$ cat src/rtl/axi_conf.sv
// AXI channel payloads and the request/response bundles shared by all AXI blocks.
package axi_conf;

    localparam int unsigned ID_W   = 8;
    localparam int unsigned ADDR_W = 32;
    localparam int unsigned DATA_W = 32;
    localparam int unsigned STRB_W = DATA_W / 8;
    localparam int unsigned LEN_W  = 8;
    localparam int unsigned USER_W = 4;

    typedef struct packed {
        logic [ID_W-1:0]   id;
        logic [ADDR_W-1:0] addr;
        logic [LEN_W-1:0]  len;
        logic [2:0]        size;
        logic [1:0]        burst;
        logic [USER_W-1:0] user;
    } ax_t;

    typedef struct packed {
        logic [DATA_W-1:0] data;
        logic [STRB_W-1:0] strb;
        logic              last;
        logic [USER_W-1:0] user;
    } w_t;

    typedef struct packed {
        logic [ID_W-1:0]   id;
        logic [1:0]        resp;
        logic [USER_W-1:0] user;
    } b_t;

    typedef struct packed {
        logic [ID_W-1:0]   id;
        logic [DATA_W-1:0] data;
        logic [1:0]        resp;
        logic              last;
        logic [USER_W-1:0] user;
    } r_t;

    typedef struct packed {
        ax_t  aw;
        logic aw_valid;
        w_t   w;
        logic w_valid;
        logic b_ready;
        ax_t  ar;
        logic ar_valid;
        logic r_ready;
    } req_t;

    typedef struct packed {
        logic aw_ready;
        logic w_ready;
        b_t   b;
        logic b_valid;
        logic ar_ready;
        r_t   r;
        logic r_valid;
    } resp_t;

endpackage

$ cat src/rtl/axi_io_pmp_arb_pkg.sv
// Arbiter FSM state encodings and requester index width.
package axi_io_pmp_arb_pkg;

    localparam int unsigned IDX_W = 1;

    typedef enum logic [1:0] {
        W_IDLE = 2'd0,
        W_ADDR = 2'd1,
        W_DATA = 2'd2,
        W_RESP = 2'd3
    } w_state_e;

    typedef enum logic [1:0] {
        R_IDLE = 2'd0,
        R_ADDR = 2'd1,
        R_DATA = 2'd2
    } r_state_e;

endpackage

$ cat src/rtl/axi_rr_grant.sv
// Two-requester grant latch with a round-robin priority bit.
module axi_rr_grant
    import axi_io_pmp_arb_pkg::*;
#(
    parameter int unsigned RR_EN = 1
) (
    input  logic             clk_i,
    input  logic             rst_i,
    input  logic [1:0]       i_req,
    input  logic             i_latch,
    input  logic             i_release,
    output logic [IDX_W-1:0] o_grant
);

    logic [IDX_W-1:0] r_grant;
    logic [IDX_W-1:0] r_prio;
    logic [IDX_W-1:0] w_pick;

    // Sole requester wins; a tie goes to the priority holder.
    always_comb begin
        w_pick = r_prio;
        if (i_req == 2'b01) begin
            w_pick = IDX_W'(0);
        end else if (i_req == 2'b10) begin
            w_pick = IDX_W'(1);
        end
    end

    always_ff @(posedge clk_i) begin
        if (rst_i) begin
            r_grant <= '0;
            r_prio  <= '0;
        end else begin
            if (i_latch) begin
                r_grant <= w_pick;
            end
            if (i_release) begin
                r_prio <= (RR_EN != 0) ? ~r_grant : IDX_W'(0);
            end
        end
    end

    assign o_grant = r_grant;

endmodule

$ cat src/rtl/axi_master_arbiter.sv
// Two-to-one AXI arbiter with independent, non-preemptive write and read paths.
module axi_master_arbiter
    import axi_io_pmp_arb_pkg::*;
#(
    parameter int unsigned RR_EN = 1
) (
    input  logic            clk_i,
    input  logic            rst_i,
    input  axi_conf::req_t  slv0_req_i,
    output axi_conf::resp_t slv0_resp_o,
    input  axi_conf::req_t  slv1_req_i,
    output axi_conf::resp_t slv1_resp_o,
    output axi_conf::req_t  mst_req_o,
    input  axi_conf::resp_t mst_resp_i
);

    w_state_e         r_wr_state, w_wr_state_nxt;
    r_state_e         r_rd_state, w_rd_state_nxt;
    logic [IDX_W-1:0] w_wr_gnt, w_rd_gnt;
    logic             w_wr_latch, w_wr_release, w_rd_latch, w_rd_release;

    axi_conf::ax_t    w_aw_sel, w_ar_sel;
    axi_conf::w_t     w_w_sel;
    logic             w_aw_vld_sel, w_w_vld_sel, w_b_rdy_sel, w_ar_vld_sel, w_r_rdy_sel;
    logic             w_aw_hs, w_w_hs, w_b_hs, w_ar_hs, w_r_hs;
    logic             w_wr_aw_rdy, w_wr_w_rdy, w_wr_b_vld, w_rd_ar_rdy, w_rd_r_vld;

    // Payload and handshake muxes follow the latched grant of each path.
    always_comb begin
        w_aw_sel     = (w_wr_gnt == IDX_W'(1)) ? slv1_req_i.aw       : slv0_req_i.aw;
        w_aw_vld_sel = (w_wr_gnt == IDX_W'(1)) ? slv1_req_i.aw_valid : slv0_req_i.aw_valid;
        w_w_sel      = (w_wr_gnt == IDX_W'(1)) ? slv1_req_i.w        : slv0_req_i.w;
        w_w_vld_sel  = (w_wr_gnt == IDX_W'(1)) ? slv1_req_i.w_valid  : slv0_req_i.w_valid;
        w_b_rdy_sel  = (w_wr_gnt == IDX_W'(1)) ? slv1_req_i.b_ready  : slv0_req_i.b_ready;
        w_ar_sel     = (w_rd_gnt == IDX_W'(1)) ? slv1_req_i.ar       : slv0_req_i.ar;
        w_ar_vld_sel = (w_rd_gnt == IDX_W'(1)) ? slv1_req_i.ar_valid : slv0_req_i.ar_valid;
        w_r_rdy_sel  = (w_rd_gnt == IDX_W'(1)) ? slv1_req_i.r_ready  : slv0_req_i.r_ready;
    end

    assign w_wr_aw_rdy  = (r_wr_state == W_ADDR) && mst_resp_i.aw_ready;
    assign w_wr_w_rdy   = (r_wr_state == W_DATA) && mst_resp_i.w_ready;
    assign w_wr_b_vld   = (r_wr_state == W_RESP) && mst_resp_i.b_valid;
    assign w_rd_ar_rdy  = (r_rd_state == R_ADDR) && mst_resp_i.ar_ready;
    assign w_rd_r_vld   = (r_rd_state == R_DATA) && mst_resp_i.r_valid;

    assign w_aw_hs      = w_wr_aw_rdy && w_aw_vld_sel;
    assign w_w_hs       = w_wr_w_rdy && w_w_vld_sel;
    assign w_b_hs       = w_wr_b_vld && w_b_rdy_sel;
    assign w_ar_hs      = w_rd_ar_rdy && w_ar_vld_sel;
    assign w_r_hs       = w_rd_r_vld && w_r_rdy_sel;

    assign w_wr_latch   = (r_wr_state == W_IDLE) && (slv0_req_i.aw_valid || slv1_req_i.aw_valid);
    assign w_wr_release = w_b_hs;
    assign w_rd_latch   = (r_rd_state == R_IDLE) && (slv0_req_i.ar_valid || slv1_req_i.ar_valid);
    assign w_rd_release = w_r_hs && mst_resp_i.r.last;

    axi_rr_grant #(.RR_EN(RR_EN)) u_wr_arb (
        .clk_i     (clk_i),
        .rst_i     (rst_i),
        .i_req     ({slv1_req_i.aw_valid, slv0_req_i.aw_valid}),
        .i_latch   (w_wr_latch),
        .i_release (w_wr_release),
        .o_grant   (w_wr_gnt)
    );

    axi_rr_grant #(.RR_EN(RR_EN)) u_rd_arb (
        .clk_i     (clk_i),
        .rst_i     (rst_i),
        .i_req     ({slv1_req_i.ar_valid, slv0_req_i.ar_valid}),
        .i_latch   (w_rd_latch),
        .i_release (w_rd_release),
        .o_grant   (w_rd_gnt)
    );

    always_ff @(posedge clk_i) begin
        if (rst_i) begin
            r_wr_state <= W_IDLE;
            r_rd_state <= R_IDLE;
        end else begin
            r_wr_state <= w_wr_state_nxt;
            r_rd_state <= w_rd_state_nxt;
        end
    end

    always_comb begin
        w_wr_state_nxt = r_wr_state;
        case (r_wr_state)
            W_IDLE:  if (w_wr_latch) w_wr_state_nxt = W_ADDR;
            W_ADDR:  if (w_aw_hs) w_wr_state_nxt = W_DATA;
            W_DATA:  if (w_w_hs && w_w_sel.last) w_wr_state_nxt = W_RESP;
            W_RESP:  if (w_b_hs) w_wr_state_nxt = W_IDLE;
            default: w_wr_state_nxt = W_IDLE;
        endcase
    end

    always_comb begin
        w_rd_state_nxt = r_rd_state;
        case (r_rd_state)
            R_IDLE:  if (w_rd_latch) w_rd_state_nxt = R_ADDR;
            R_ADDR:  if (w_ar_hs) w_rd_state_nxt = R_DATA;
            R_DATA:  if (w_rd_release) w_rd_state_nxt = R_IDLE;
            default: w_rd_state_nxt = R_IDLE;
        endcase
    end

    always_comb begin
        mst_req_o          = '0;
        mst_req_o.aw       = w_aw_sel;
        mst_req_o.aw_valid = (r_wr_state == W_ADDR) && w_aw_vld_sel;
        mst_req_o.w        = w_w_sel;
        mst_req_o.w_valid  = (r_wr_state == W_DATA) && w_w_vld_sel;
        mst_req_o.b_ready  = (r_wr_state == W_RESP) && w_b_rdy_sel;
        mst_req_o.ar       = w_ar_sel;
        mst_req_o.ar_valid = (r_rd_state == R_ADDR) && w_ar_vld_sel;
        mst_req_o.r_ready  = (r_rd_state == R_DATA) && w_r_rdy_sel;
    end

    // Only the granted requester sees anything; responses pass through unmodified.
    always_comb begin
        slv0_resp_o = '0;
        slv1_resp_o = '0;
        if (w_wr_gnt == IDX_W'(1)) begin
            slv1_resp_o.aw_ready = w_wr_aw_rdy;
            slv1_resp_o.w_ready  = w_wr_w_rdy;
            slv1_resp_o.b_valid  = w_wr_b_vld;
            slv1_resp_o.b        = (r_wr_state == W_RESP) ? mst_resp_i.b : '0;
        end else begin
            slv0_resp_o.aw_ready = w_wr_aw_rdy;
            slv0_resp_o.w_ready  = w_wr_w_rdy;
            slv0_resp_o.b_valid  = w_wr_b_vld;
            slv0_resp_o.b        = (r_wr_state == W_RESP) ? mst_resp_i.b : '0;
        end
        if (w_rd_gnt == IDX_W'(1)) begin
            slv1_resp_o.ar_ready = w_rd_ar_rdy;
            slv1_resp_o.r_valid  = w_rd_r_vld;
            slv1_resp_o.r        = (r_rd_state == R_DATA) ? mst_resp_i.r : '0;
        end else begin
            slv0_resp_o.ar_ready = w_rd_ar_rdy;
            slv0_resp_o.r_valid  = w_rd_r_vld;
            slv0_resp_o.r        = (r_rd_state == R_DATA) ? mst_resp_i.r : '0;
        end
    end

endmodule

$ cat config.mk
export PLATFORM = sky130hd
export DESIGN_NAME = axi_master_arbiter
export DESIGN_NICKNAME = d
export VERILOG_FILES = /design/src/rtl/axi_conf.sv /design/src/rtl/axi_io_pmp_arb_pkg.sv /design/src/rtl/axi_rr_grant.sv /design/src/rtl/axi_master_arbiter.sv
export SDC_FILE = /design/constraint.sdc
export NUM_CORES = 1
export LEC_CHECK = 0
export ABC_AREA = 1
export BUFFER_PORTS_ARGS = -buffer_cell sky130_fd_sc_hd__buf_2
export CORE_AREA = 2 2 262 264
export DETAILED_ROUTE_END_ITERATION = 10
export DIE_AREA = 0 0 264 266
export PLACE_DENSITY_LB_ADDON = 0.15
export SLEW_MARGIN = 15
export SYNTH_ARGS = -nofsm -noshare
export SYNTH_HDL_FRONTEND = slang
export SYNTH_SLANG_ARGS = --single-unit
$ cat constraint.sdc
create_clock -name clk_i -period 1.4 [get_ports clk_i]
set_clock_uncertainty 0.05 [all_clocks]
set_input_delay 0.14 -clock clk_i [delete_from_list [all_inputs] [get_ports clk_i]]
set_output_delay 0.14 -clock clk_i [all_outputs]
set_load 0.03 [all_outputs]
==> flow_summary.yaml <==
status:
  status: "finished with violations"
  violations: "setup timing"
setup_path:
  cp_slowest_stage_delay_ps: 380
  worst_ep_arrival_time_ps: 1470
  crit_buf_inv: 4
  reg2reg_depth: 9
  cp_slowest_cell: "dfxtp_4"
  end_kind: "primary output"
  crit_required_ps: 1210
  critPathLaunchType: "flip-flop"
  crit_path_max_fanout: 15
  cp_top_family: "buffers and inverters"
  crit_cells: 5
  cp_cell_sequence: "buf_4 -> buf_12 -> buf_12 -> nor3_2 -> buf_4"
  crit_type: "flip-flop to primary output"
drt:
  remaining_drc_errors: 0
  dr.pass1.iters: 4
  num_vias: 8124
  drt_iter0_markers: 185
  routedWlPerCell_um: 16.7
  antenna_left: 0
  viasPerCell: 3.33
  routed_wl_um: 40800
cells_and_area:
  fill_cells: 7847
  area_growth_pct: 246
  multi_input_area_sq_um: 4150
  fin_util_pct: 17.9
  final-seq-area_sq_um: 178
  final_nets: 1941
  drive_gt1_share_pct: 65.5
power:
  ir_worst_vdd_v: 0.000266
  power_density_nw_per_um2: 695
  power_frac_seq_pct: 4.0
  p_int_mw: 3.89
  p_leak_nw: 6.75
  p_sw_share_pct: 54.0
  p_comb_share_pct: 90.0
  power.total_mw: 8.45
  p_switching_mw: 4.56
  clkPwrFrac_pct: 6.0
yosys:
  yosys_most_used_dff: "dfxtp_1"
  synth.top_cell.area_share_pct: 51.9
  synth_commonest_cells: "nand2_1 (486), nor3_1 (122), inv_1 (78), buf_2 (28), clkbuf_1 (28)"
  syn_nets: 1209
  synthArstFlopShare_pct: 0
  synth_area_leaders: "nand2_1 (52%), nor3_1 (17%), inv_1 (8.3%), dfxtp_1 (4.6%), buf_2 (4.0%)"
  syn_area_sq_um: 3510
  synth_top_area_cell: "nand2_1"
  yosysWarningCount: 0
  yosysMostFrequentCell: "nand2_1"
  postSynthCellCount: 816
  syn_area_per_cell_sq_um: 4.31
  ys_types: 27
  synth_edf_count: 0
  ys_seq_area_share_pct: 4.56
  ys_ff_latch: 8
placed_design:
  portBuffers: 679
  finalWeightedCongestion: 0.830
  dp_hpwl_um: 32000
  dp_slack_ps: -91.2
sta:
  fin_crit_sh_pct: 118
  whs_ps: 89.9
  max_freq_mhz: 604
  rsz0062_at_grt: "true"
  worst_pin_slew_ps: 361
  slew_headroom_pct: 75.9
  setup_viol: 296
  period_needed_ps: 1660
  hold_violations: 0
  tns_ps: -42330
  setup_slack_ps: -255
  slew_violations: 0
clock_network:
  cts_buffers: 3
  clock_latency_ps: 240
  path_clk_slew_ps: 40
  clockBufferDepth: 2
  cts.htree.levels: 1
  cts.sink_count: 8
  root_buffer: "clkbuf_16"
  cts_tree: "yes"
global_route:
  grt_pass1_wl_um: 52900
  grt_max_degree: 32
  antenna_found_initial: 29
  grt_pass1_vias: 8067
  grt_remaining_overflow: 0
  grtUsageTotal_pct: 10.2
die:
  design.die.area_sq_um: 70200
  start_util_pct: 5.19
  die_x_um: 264
  ioPinCount: 680
  row_count: 96
  die_height_um: 266
  core-area_sq_um: 67700
flow_run:
  cap_violations: 0
worst_hold_path:
  hp-class: "input pin to flip-flop"
  holdPathStages: 2
==> stage by stage <==
step                cell area, sq um  instances
finish                         12200       2441
global route                   12100       2436
CTS                            10800       2397
detailed placement              9260       2373
global placement                9260       2373
floorplan                       4340        816
==> kinds of logic (layout without fill, tap and decap cells) <==
kind of cell | Yosys count | after routing | share of synthesized area (%)
buf+inv | 143 | 873 | 16.8
compound gates | 17 | 17 | 2.71
simple gates | 643 | 643 | 74.2
other cells | 0 | 13 | 0
fa+ha+maj | 5 | 5 | 1.78
flops | 8 | 8 | 4.56
==> power by group through the flow <==
stage | clock, mW | sequential [mW] | combinational [mW]
2_1_floorplan | 0 | 0.308 | 3.25
3_3_place_gp | 0 | 0.313 | 5.53
3_5_place_dp | 0 | 0.314 | 5.49
4_1_cts | 0.543 | 0.339 | 6.62
5_1_grt | 0.545 | 0.345 | 8.11
6_report | 0.506 | 0.339 | 7.61
==> flip-flops by register name (all words and copies together) (netlist names) <==
name              count
u_wr_arb.o_grant      1
u_rd_arb.r_prio       1
u_rd_arb.o_grant      1
r_rd_state            2
r_wr_state            2
u_wr_arb.r_prio       1
==> cells in the final DEF, fill, tap and decap left out, types with 2 or more instances in the layout <==
master     synthesis  routed
nand2_8            0       2
bufbuf_16          0       4
buf_4              3      95
nand2_4            0      15
nand4_1            2       2
buf_12             0      24
a21oi_1            9       6
buf_8              0       8
nor3_1           122       6
nor3_2             0      51
ha_4               0       3
dfxtp_4            0       4
nor3_4             0      65
dfxtp_2            0       2
nand2_2            4      48
clkbuf_16          0      15
nand2_1          486     425
nor2_2             1       4
o211ai_1           2       2
inv_1             78      70
inv_4              0       2
nor2_4             0       6
clkbuf_4           0       2
nand3_2            1       2
buf_2             28     478
buf_16             0      15
inv_2              3       6
a21oi_2            0       2
nand3_1            3       2
dfxtp_1            8       2
nor2_1            20      11
clkinv_8           0       2
o21ai_0            3       3
diode_2            0      13
buf_6              1     149
==> repair_timing <==
action,4_1_cts,5_1_grt
pin swaps,15,54
hold buffers,0,0
gates cloned,13,15
setup endpoints to repair,294,298
setup buffers,8,19
resized for setup,316,289
==> final timing paths <==
path	startpoint	end	slack, ps
max	u_rd_arb.o_grant$_SDFFE_PP0P_	slv0_resp_o[30]	-260
min	slv1_req_i[59]	u_wr_arb.r_prio$_SDFFE_PP0P_	90
max reg2reg	r_wr_state[0]$_SDFFE_PP0P_	r_wr_state[0]$_SDFFE_PP0P_	-90
min reg2reg	u_rd_arb.r_prio$_SDFFE_PP0P_	u_rd_arb.r_prio$_SDFFE_PP0P_	410
==> area by class of cell <==
type | instances | area share [%]
Antenna cell | 13 | 0.268
Sequential cell | 8 | 1.46
Timing Repair Buffer | 787 | 51.3
Clock buffer | 3 | 0.618
Timing Repair inverter | 2 | 0.237
Multi-Input combinational cell | 665 | 34.1
Inverter | 81 | 2.85
Tap cell | 882 | 9.08
==> routing by layer <==
metal / global-route usage (%) / share of wire, % / vias to the layer above
li1: - / - / 3962
met1: 9.49 / 32 / 3617
met2: 20.9 / 56 / 476
met3: 2.87 / 7.6 / 63
met4: 3.53 / 3.9 / 6
met5: 0 / 0.083 / -
(Power assumes the default switching activity.)
